**src/rtl/qdec_cabac_package.sv**
```systemverilog
// Shared CABAC decoder types and context indices for the QP sub-FSM.
package qdec_cabac_package;

  typedef enum logic [2:0] {
    StIdle,
    StDqpPrefix,
    StDqpEgPrefix,
    StDqpEgBits,
    StDqpSign,
    StCqpFlag,
    StCqpIdx,
    StEnding
  } t_state_qp;

  localparam int unsigned CTXIDX_CU_QP_DELTA_ABS          [0:1] = '{32, 33};
  localparam int unsigned CTXIDX_CU_CHROMA_QP_OFFSET_FLAG [0:0] = '{40};
  localparam int unsigned CTXIDX_CU_CHROMA_QP_OFFSET_IDX  [0:0] = '{41};

  function automatic logic is_dec_state(input t_state_qp s);
    return (s != StIdle) && (s != StEnding);
  endfunction

endpackage

```
**src/rtl/qdec_eg0_acc.sv**
```systemverilog
// EG0 suffix accumulator: unary k counter, MSB-first suffix bits, overflow detect.
module qdec_eg0_acc #(
  parameter int unsigned KMax = 15,
  parameter int unsigned SufW = KMax + 1,
  parameter int unsigned KW   = $clog2(KMax + 1)
) (
  input  logic            clk,
  input  logic            rst,
  input  logic            clr_i,
  input  logic            pfx_vld_i,
  input  logic            bits_vld_i,
  input  logic            bin_i,
  output logic [KW-1:0]   k_o,
  output logic [SufW-1:0] suffix_o,
  output logic            ovf_o,
  output logic            last_bit_o
);

  logic [KW-1:0]   k_q, k_d;
  logic [SufW-1:0] suf_q, suf_d;

  // In the bits phase k doubles as the count of bits still to read.
  always_comb begin
    k_d   = k_q;
    suf_d = suf_q;
    if (clr_i) begin
      k_d   = '0;
      suf_d = '0;
    end else if (pfx_vld_i && bin_i) begin
      suf_d = suf_q + (SufW'(1) << k_q);
      k_d   = k_q + KW'(1);
    end else if (bits_vld_i) begin
      if (bin_i) suf_d = suf_q + (SufW'(1) << (k_q - KW'(1)));
      k_d = k_q - KW'(1);
    end
  end

  always_ff @(posedge clk) begin
    if (rst) begin
      k_q   <= '0;
      suf_q <= '0;
    end else begin
      k_q   <= k_d;
      suf_q <= suf_d;
    end
  end

  assign k_o        = k_q;
  assign suffix_o   = suf_q;
  assign ovf_o      = pfx_vld_i && bin_i && (k_q == KW'(KMax - 1));
  assign last_bit_o = (k_q == KW'(1));

endmodule

```
**src/rtl/qdec_qp_fsm.sv**
```systemverilog
// CABAC sub-FSM decoding cu_qp_delta_abs/sign and the chroma QP offset flag/index.
module qdec_qp_fsm
  import qdec_cabac_package::*;
#(
  parameter int unsigned CTX_ADDR_W     = 10,
  parameter int unsigned DQP_PREFIX_MAX = 5,
  parameter int unsigned EG_K_MAX       = 15,
  parameter int unsigned DQP_W          = 16,
  parameter int unsigned CQP_IDX_W      = 3
) (
  input  logic                  clk,
  input  logic                  rst,
  input  logic                  qp_start,
  input  logic                  cu_qp_delta_enabled_flag,
  input  logic                  cu_chroma_qp_offset_enabled_flag,
  input  logic [CQP_IDX_W-1:0]  chroma_qp_offset_list_len_minus1,
  output logic [CTX_ADDR_W-1:0] ctx_qp_addr,
  output logic                  EPMode_qp,
  output logic                  dec_run_qp,
  input  logic                  dec_rdy,
  input  logic                  ruiBin,
  input  logic                  ruiBin_vld,
  output logic [DQP_W-1:0]      cu_qp_delta_val,
  output logic                  cu_chroma_qp_offset_flag,
  output logic [CQP_IDX_W-1:0]  cu_chroma_qp_offset_idx,
  output logic                  qp_err,
  output logic                  qp_done_intr
);

  localparam int unsigned PW   = $clog2(DQP_PREFIX_MAX + 1);
  localparam int unsigned SufW = EG_K_MAX + 1;
  localparam int unsigned KW   = $clog2(EG_K_MAX + 1);

  t_state_qp state_q, state_d;
  logic                  pend_q, pend_d;
  logic                  run_q, run_d;
  logic                  ep_q, ep_d;
  logic [CTX_ADDR_W-1:0] addr_q, addr_d;
  logic [PW-1:0]         prefix_q, prefix_d;
  logic [CQP_IDX_W-1:0]  idx_q, idx_d;
  logic [CQP_IDX_W-1:0]  len_q, len_d;
  logic                  en_cqp_q, en_cqp_d;
  logic [DQP_W-1:0]      dqp_q, dqp_d;
  logic                  flag_q, flag_d;
  logic                  err_q, err_d;
  logic                  done_q, done_d;

  logic                  bin_take;
  logic                  eg_clr, eg_pfx_vld, eg_bits_vld, eg_ovf, eg_last;
  logic [KW-1:0]         eg_k;
  logic [SufW-1:0]       eg_suffix;
  logic [PW-1:0]         prefix_inc;
  logic [CQP_IDX_W-1:0]  idx_inc;
  logic [DQP_W-1:0]      dqp_abs;
  t_state_qp             chroma_next;

  assign bin_take    = pend_q && ruiBin_vld;
  assign eg_pfx_vld  = bin_take && (state_q == StDqpEgPrefix);
  assign eg_bits_vld = bin_take && (state_q == StDqpEgBits);
  assign eg_clr      = (state_q == StIdle) && qp_start;
  assign prefix_inc  = prefix_q + PW'(1);
  assign idx_inc     = idx_q + CQP_IDX_W'(1);
  assign dqp_abs     = DQP_W'(prefix_q) + DQP_W'(eg_suffix);
  assign chroma_next = en_cqp_q ? StCqpFlag : StEnding;

  qdec_eg0_acc #(
    .KMax (EG_K_MAX),
    .SufW (SufW),
    .KW   (KW)
  ) u_eg0_acc (
    .clk        (clk),
    .rst        (rst),
    .clr_i      (eg_clr),
    .pfx_vld_i  (eg_pfx_vld),
    .bits_vld_i (eg_bits_vld),
    .bin_i      (ruiBin),
    .k_o        (eg_k),
    .suffix_o   (eg_suffix),
    .ovf_o      (eg_ovf),
    .last_bit_o (eg_last)
  );

  always_comb begin
    state_d  = state_q;
    pend_d   = pend_q;
    run_d    = 1'b0;
    ep_d     = ep_q;
    addr_d   = addr_q;
    prefix_d = prefix_q;
    idx_d    = idx_q;
    len_d    = len_q;
    en_cqp_d = en_cqp_q;
    dqp_d    = dqp_q;
    flag_d   = flag_q;
    err_d    = err_q;
    done_d   = 1'b0;

    case (state_q)
      StIdle: begin
        if (qp_start) begin
          dqp_d    = '0;
          flag_d   = 1'b0;
          idx_d    = '0;
          err_d    = 1'b0;
          prefix_d = '0;
          en_cqp_d = cu_chroma_qp_offset_enabled_flag;
          len_d    = chroma_qp_offset_list_len_minus1;
          if (cu_qp_delta_enabled_flag)              state_d = StDqpPrefix;
          else if (cu_chroma_qp_offset_enabled_flag) state_d = StCqpFlag;
          else                                       state_d = StEnding;
        end
      end
      StDqpPrefix: begin
        if (bin_take) begin
          if (ruiBin) begin
            prefix_d = prefix_inc;
            if (prefix_inc == PW'(DQP_PREFIX_MAX)) state_d = StDqpEgPrefix;
          end else begin
            state_d = (prefix_q == '0) ? chroma_next : StDqpSign;
          end
        end
      end
      StDqpEgPrefix: begin
        if (bin_take) begin
          if (ruiBin) begin
            if (eg_ovf) begin
              err_d   = 1'b1;
              state_d = StEnding;
            end
          end else begin
            state_d = (eg_k == '0) ? StDqpSign : StDqpEgBits;
          end
        end
      end
      StDqpEgBits: begin
        if (bin_take && eg_last) state_d = StDqpSign;
      end
      StDqpSign: begin
        if (bin_take) begin
          dqp_d   = ruiBin ? (DQP_W'(0) - dqp_abs) : dqp_abs;
          state_d = chroma_next;
        end
      end
      StCqpFlag: begin
        if (bin_take) begin
          flag_d  = ruiBin;
          idx_d   = '0;
          state_d = (ruiBin && (len_q != '0)) ? StCqpIdx : StEnding;
        end
      end
      StCqpIdx: begin
        if (bin_take) begin
          if (ruiBin) begin
            idx_d = idx_inc;
            if (idx_inc == len_q) state_d = StEnding;
          end else begin
            state_d = StEnding;
          end
        end
      end
      StEnding: begin
        done_d  = 1'b1;
        state_d = StIdle;
      end
      default: state_d = StIdle;
    endcase

    if (bin_take) pend_d = 1'b0;

    // Issue only when idle on the bin bus; a request can never overlap a consume.
    if (is_dec_state(state_q) && !pend_q && dec_rdy) begin
      run_d  = 1'b1;
      pend_d = 1'b1;
      case (state_q)
        StDqpPrefix: begin
          ep_d   = 1'b0;
          addr_d = (prefix_q == '0) ? CTX_ADDR_W'(CTXIDX_CU_QP_DELTA_ABS[0])
                                    : CTX_ADDR_W'(CTXIDX_CU_QP_DELTA_ABS[1]);
        end
        StCqpFlag: begin
          ep_d   = 1'b0;
          addr_d = CTX_ADDR_W'(CTXIDX_CU_CHROMA_QP_OFFSET_FLAG[0]);
        end
        StCqpIdx: begin
          ep_d   = 1'b0;
          addr_d = CTX_ADDR_W'(CTXIDX_CU_CHROMA_QP_OFFSET_IDX[0]);
        end
        default: begin
          ep_d   = 1'b1;
          addr_d = '0;
        end
      endcase
    end
  end

  always_ff @(posedge clk) begin
    if (rst) begin
      state_q  <= StIdle;
      pend_q   <= 1'b0;
      run_q    <= 1'b0;
      ep_q     <= 1'b0;
      addr_q   <= '0;
      prefix_q <= '0;
      idx_q    <= '0;
      len_q    <= '0;
      en_cqp_q <= 1'b0;
      dqp_q    <= '0;
      flag_q   <= 1'b0;
      err_q    <= 1'b0;
      done_q   <= 1'b0;
    end else begin
      state_q  <= state_d;
      pend_q   <= pend_d;
      run_q    <= run_d;
      ep_q     <= ep_d;
      addr_q   <= addr_d;
      prefix_q <= prefix_d;
      idx_q    <= idx_d;
      len_q    <= len_d;
      en_cqp_q <= en_cqp_d;
      dqp_q    <= dqp_d;
      flag_q   <= flag_d;
      err_q    <= err_d;
      done_q   <= done_d;
    end
  end

  assign ctx_qp_addr              = addr_q;
  assign EPMode_qp                = ep_q;
  assign dec_run_qp               = run_q;
  assign cu_qp_delta_val          = dqp_q;
  assign cu_chroma_qp_offset_flag = flag_q;
  assign cu_chroma_qp_offset_idx  = idx_q;
  assign qp_err                   = err_q;
  assign qp_done_intr             = done_q;

endmodule

```
**config.mk**
```make
export PLATFORM = sky130hd
export DESIGN_NAME = qdec_qp_fsm
export DESIGN_NICKNAME = d
export VERILOG_FILES = /design/src/rtl/qdec_cabac_package.sv /design/src/rtl/qdec_eg0_acc.sv /design/src/rtl/qdec_qp_fsm.sv
export SDC_FILE = /design/constraint.sdc
export NUM_CORES = 1
export LEC_CHECK = 0
export ABC_CLOCK_PERIOD_IN_PS = 3600
export CORE_ASPECT_RATIO = 1.2
export CORE_UTILIZATION = 45
export CTS_CLUSTER_DIAMETER = 150
export DETAILED_ROUTE_END_ITERATION = 12
export PLACE_DENSITY = 0.73
export SLEW_MARGIN = 15
export SYNTH_ARGS = -nofsm -noshare
export SYNTH_HDL_FRONTEND = slang
export SYNTH_SLANG_ARGS = --single-unit
```
**constraint.sdc**
```tcl
create_clock -name clk -period 3.6 [get_ports clk]
set_clock_uncertainty 0.2 [all_clocks]
set_input_delay 0.36 -clock clk [delete_from_list [all_inputs] [get_ports clk]]
set_output_delay 0.36 -clock clk [all_outputs]
set_load 0.05 [all_outputs]
```
* Word-level counts from Yosys, hierarchy flattened
Cells that the tools add are included.
** Storage, ports and cells
- Bits in registers :: 65
- Input bits :: 11
- Output and inout port bits :: 34
- Logic and storage cells :: 137
** Operators by class
- Add/subtract/negate cells :: 8
- Equality and inequality tests :: 26
- Shift operators :: 2
- Muxes and demuxes :: 51
- Reduce and logical (&&, ||, !) cells :: 35
** Operator list (count)
- $mux W16 :: 6
- $mux W3 :: 21
- $add A16 B16 Y16 :: 2
- $pmux W16 S2 :: 1
- $shl A1 B4 Y16 const A :: 2
- $pmux W3 S8 :: 1
- $ne A2 B2 Y1 const B :: 10
- $pmux W6 S3 :: 1
- $add A3 B16 Y16 :: 1
- $sub A1 B16 Y16 const A :: 1
- $eq A3 B3 Y1 const B :: 5
- $reduce_bool A2 Y1 :: 7
- $mux W1 :: 12
- $ne A3 B3 Y1 const B :: 4
- $logic_and A1 B1 Y1 :: 11
- $reduce_and A10 Y1 :: 1
- $reduce_and A5 Y1 :: 2
- $pmux W3 S3 :: 1
- $reduce_bool A3 Y1 :: 3
- $mux W4 :: 2
- $add A3 B1 Y3 const B :: 2
- $eq A3 B2 Y1 const B :: 2
- $logic_not A3 Y1 :: 2
- $mux W2 :: 3
- other kinds (16) :: 19

* Logic depth before layout (Yosys ltp)
- Depth after elaboration :: 8
- Mapped depth :: 19
- Gate-level depth less buffers :: 17

* Modules after synthesis
A second synthesis with hierarchy kept.
** Unflattened totals
- Cell total of the unflattened synthesis :: 608
- Area total of the unflattened synthesis :: 4774.6 µm²
** By module, submodules not included
- qdec_qp_fsm :: instances 1, cells an instance 367, area an instance 2941.6 µm², seq. area each 760.7 µm²
- qdec_eg0_acc :: instances 1, cells an instance 241, area an instance 1833.0 µm², seq. area each 400.4 µm²

* Least setup slack after synthesis
No wires, ideal clock.
- Path type :: input to register
- Start :: input ruiBin
- End :: register u_eg0_acc.suf_q[12], in the netlist u_eg0_acc.suffix_o[12]
- Setup time :: 0.087 ns
- Data arrival time :: 3.385 ns
- Required time :: 3.313 ns
- Setup slack :: -0.072 ns
- Stages on the path :: 18
- Path buffers :: 3
- Path through :: clkbuf_1 nor2b_1 nand2_1 clkbuf_1 ha_1 buf_1 nand2_1 nor2b_1 ha_1 inv_1 fa_1 nor2b_1 o2111ai_1 nand3_1 and2_1 a211oi_1 xor2_1 o31ai_1
** Between the ends
- Cells in the longest elaborated chain, start to end :: 3
- Elaborated cells between the ends (all ways) :: 5
- Those cells by class :: 1 x mux; 4 x reduce/logical
** RTL lines
- from (decl) :: line qdec_qp_fsm.sv:21 : input logic ruiBin,
- $logic_and A1 B1 Y1 :: line qdec_eg0_acc.sv:29 : end else if (pfx_vld_i && bin_i) begin
- $reduce_bool A2 Y1 (no source line)
- $reduce_and A2 Y1 (no source line)
- to (signal assigned) :: line qdec_eg0_acc.sv:44 : suf_q <= suf_d;
- to (decl) :: line qdec_eg0_acc.sv:20 : logic [SufW-1:0] suf_q, suf_d;
Several ways; a longest one is shown, not always the timed one.
A chain may end at the register's enable or synchronous reset.

* Final worst setup path
- Start :: input ruiBin
- End :: register u_eg0_acc.suf_q[15], in the netlist u_eg0_acc.suffix_o[15]
The elaborated chain is that of the path after synthesis.

==> metrics.md <==
| Metric | Value |
|---|---|
| Worst slack at placement | -0.420 ns |
| Root buffer cell | clkbuf_16 |
| Busiest grt layer | met2 |
| First-pass GRT wire length | 20.0 mm |
| Clock Latency Late Sink | 0.33 ns |
| HPWL after detailed placement | 8.98 mm |
| Hold buffers post-CTS | 0 |
| Total global routing overflow | 0 |
| N_diodes | 0 |
| Max cap viols | 0 |
| Area of the die | 10,600 µm² |
| Routed Antenna Nets | 0 |
| Library cells used by synthesis | 68 |
| Worst Max-Slew Pin Slew | 0.723 ns |
| Post-synthesis mux area share | 1.77% |
| Antenna violations before repair | 0 |
| HP Start | cu_chroma_qp_offset_idx[1]$_SDFFE_PP0P_ |
| Core area | 9960 µm² |
| GR Util All Layers | 23.4% |
| GR Util met3 | 4.10% |
| P_leak | 2.33 nW |
| Global Route met1 Usage | 26.9% |
| Number of flops mapped to enable cells by yosys | 0 |
| Slew HR | 51.8% |
| R2r setup slk | 0.17 ns |
| Worst R2R Start | u_eg0_acc.k_o[2]$_SDFFE_PP0P_ |
| Reg-to-reg endpoint | u_eg0_acc.suffix_o[15]$_SDFFE_PP0P_ |
| Hold/Removal Path Class | reg -> reg |
| Initial DRT Pass Iterations | 5 |
| H-tree levels | 3 |
| Final Cell Area | 5860 µm² |
| Vias per inst | 5.84 |
| Routability cong. | 0.986 |
| Max Transition Viols Final | 0 |
| Max stage delay on crit path | 0.48 ns |
| Pwr/cell area | 404 nW/µm² |
| Post-Synth XOR/XNOR Area | 8.18% |
| Setup crit start kind | primary input |
| Syn Inst Count | 601 |
| Buffers on Ports | 37 |
| #FFs+latches synth | 58 |
| Fmax | 286 MHz |
| Met2 Track Usage GR | 41.4% |
| IO Count | 45 |
| Ys flop type | dfxtp_1 |
| Synth Warn # | 0 |
| Initial Utilization | 46.2% |
| Clock tree from TritonCTS | done |
| Critical Path AT | 3.49 ns |
| R2R depth | 14 |
| Vias in the first global route | 4,492 |
| Register area share after synthesis | 25.2% |
| Setup tns final | 0 ns |
| Max Buffers Root-to-Sink | 2 |
| WL/cell | 15.6 µm |
| Clk slew on worst S/H paths | 0.05 ns |
| Cell breakdown of the critical path | clkdlybuf4s50_1, nor2b_1, nand2_2, nand2_2, a211oi_2, o21ai_2, o31ai_4, nor2b_1, ha_1, o211ai_1, o211ai_1, and3_4, o21ai_1, or3_4, a31oi_2, nor3b_2 |
| Main combinational cell family by area after synthesis | simple AND/OR/NAND/NOR gates |
| Chip Height | 113 µm |
| Crit-path max FO | 5 |
| Post-Synth Simple-Gate Area | 26.3% |
| Endpoints failing hold | 0 |
| Run status | completed |
| Compound-cell area share of the yosys netlist | 23.6% |
| Core Rows | 40 |
| Drt total wl | 12.7 mm |
| Via count of the routed design | 4,721 |
| Final setup viols | 0 |
| P&R area growth vs syn | 27.3% |
| Hold Path Sink | cu_chroma_qp_offset_idx[1]$_SDFFE_PP0P_ |
| Worst VDD drop | 0.181 mV |
| Initial drt markers | 261 |
| Final Hold Slack | 0.282 ns |
| Post-synth ARST share | 0% |
| Final period util | 97.1% |
| Minimum clock period | 3.50 ns |
| Die width | 94.3 µm |
| Fin util | 58.8% |
| Largest net degree at the start of global routing | 35 |
| Num CTS Buffers | 9 |
| Worst hold stages | 2 |
| Clk sink count | 58 |
| Adder-cell share of the synthesized area | 8.75% |
| Critical Path Sink Type | register |
| DP Area | 5390 µm² |
| Share of layout cells above drive strength 1 | 18.0% |
| Critical path type | in -> reg |
| Final WS setup | 0.103 ns |
| Cell Area, Synth | 4600 µm² |
| Avg Cell Area, Syn | 7.66 µm² |
| Req. time, crit path | 3.60 ns |
| Remaining design rule violation count | 0 |
| Slowest-stage cell, CP | clkdlybuf4s50_1 |
| Nets | 721 |
where the power goes:
part | leakage (nW) | internal (mW) | switching, mW
sequential | 0.469 | 0.691 | 0.0362
combinational | 1.71 | 0.276 | 0.486
clock | 0.152 | 0.587 | 0.293
routing by layer:
metal	share of wire [%]	routed length, µm	up-vias
met1	42	5370	2229
met3	4.5	570	25
li1	-	-	2325
met5	0	0	-
met4	2.0	251	0
met2	51	6460	142
cell usage in the layout (no fill, tap or decap), types with 8 or more instances in the layout:
cell type        Yosys  layout
nor3_1              27      25
buf_4               11      65
xnor2_1             28      27
dfxtp_1             58      57
clkbuf_16            0       9
and2_1              11      10
ha_1                29      27
nand2_1             57      55
a22oi_1              8       8
clkdlybuf4s50_1      0      37
o21ai_0             33      28
xor2_1              15      15
inv_1               17      17
a22o_1               8       8
a21oi_1             41      41
nor2_1              64      63
nor2b_1             11       9
nand3_1             17      16
a31oi_1             10       9
state kept, by name (all words and copies together), names as in the netlist:
register	flops
pend_q	1
qp_done_intr	1
cu_chroma_qp_offset_flag	1
u_eg0_acc.k_o	4
state_q	3
cu_chroma_qp_offset_idx	3
en_cqp_q	1
len_q	3
prefix_q	3
EPMode_qp	1
ctx_qp_addr	3
cu_qp_delta_val	16
qp_err	1
dec_run_qp	1
u_eg0_acc.suffix_o	16
how the worst max path moves through the flow:
stage	cells after the start	start	end
2_1_floorplan	19	state_q[2]$_SDFFE_PP0P_	u_eg0_acc.suffix_o[12]$_SDFFE_PP0P_
3_3_place_gp	17	ruiBin_vld	u_eg0_acc.suffix_o[13]$_SDFFE_PP0P_
3_5_place_dp	16	ruiBin_vld	u_eg0_acc.suffix_o[15]$_SDFFE_PP0P_
4_1_cts	18	ruiBin_vld	u_eg0_acc.suffix_o[12]$_SDFFE_PP0P_
5_1_grt	16	ruiBin_vld	u_eg0_acc.suffix_o[12]$_SDFFE_PP0P_
6_report	16	ruiBin	u_eg0_acc.suffix_o[15]$_SDFFE_PP0P_
logic make-up (layout without fill, tap and decap cells):
group,after synthesis,after routing
buffers and inverters,58,134
adders and majority gates,31,31
AOI/OAI and AO/OA,160,160
muxes,8,8
xor gates and xnor gates,43,43
other,1,7
and+or+nand+nor,242,242
DFF,58,58
per-stage QoR:
| step | cells | power, mW |
|---|---|---|
| after floorplan | 607 | 1.28 |
| after global placement | 790 | 1.46 |
| after detailed placement | 790 | 1.48 |
| after CTS | 806 | 2.36 |
| after global routing | 809 | 2.48 |
| final | 809 | 2.37 |
repair_timing:
action	4_1_cts	5_1_grt
buffers inserted	1	3
pin swaps	1	14
resized for setup	4	31
setup endpoints to repair	4	7
final cells by class:
| type | instances | area (µm²) |
|---|---|---|
| clock inverter | 2 | 35.0 |
| tap | 126 | 158 |
| inverter | 17 | 63.8 |
| sequential | 58 | 1160 |
| clock buffer | 13 | 270 |
| multi-input combinational | 491 | 3310 |
| timing repair buffer | 102 | 858 |
| fill | 888 | 4100 |
synthesized netlist by cell type (8+ instances only):
cell      number  area share [%]
o21ai_0       33             3.6
nor2b_1       11             1.5
nor3_1        27             2.9
a31oi_1       10             1.4
a22o_1         8             1.5
or3_1          8             1.1
inv_1         17             1.4
a22oi_1        8             1.3
nand2_1       57             4.6
ha_1          29             7.9
a21oi_1       41             4.5
and2_1        11             1.5
clkbuf_1      19             1.5
buf_4         11             1.8
nand3_1       17             1.8
nor2_1        64             5.2
dfxtp_1       58              25
xnor2_1       28             5.3
xor2_1        15             2.9
worst max-delay path, delay by kind of cell:
family,cells,cell delay (ns)
compound gates,7,0.98
simple gates,7,1.30
buf+inv,1,0.48
fa+ha+maj,1,0.36
Power figures use the tool's default switching activity.
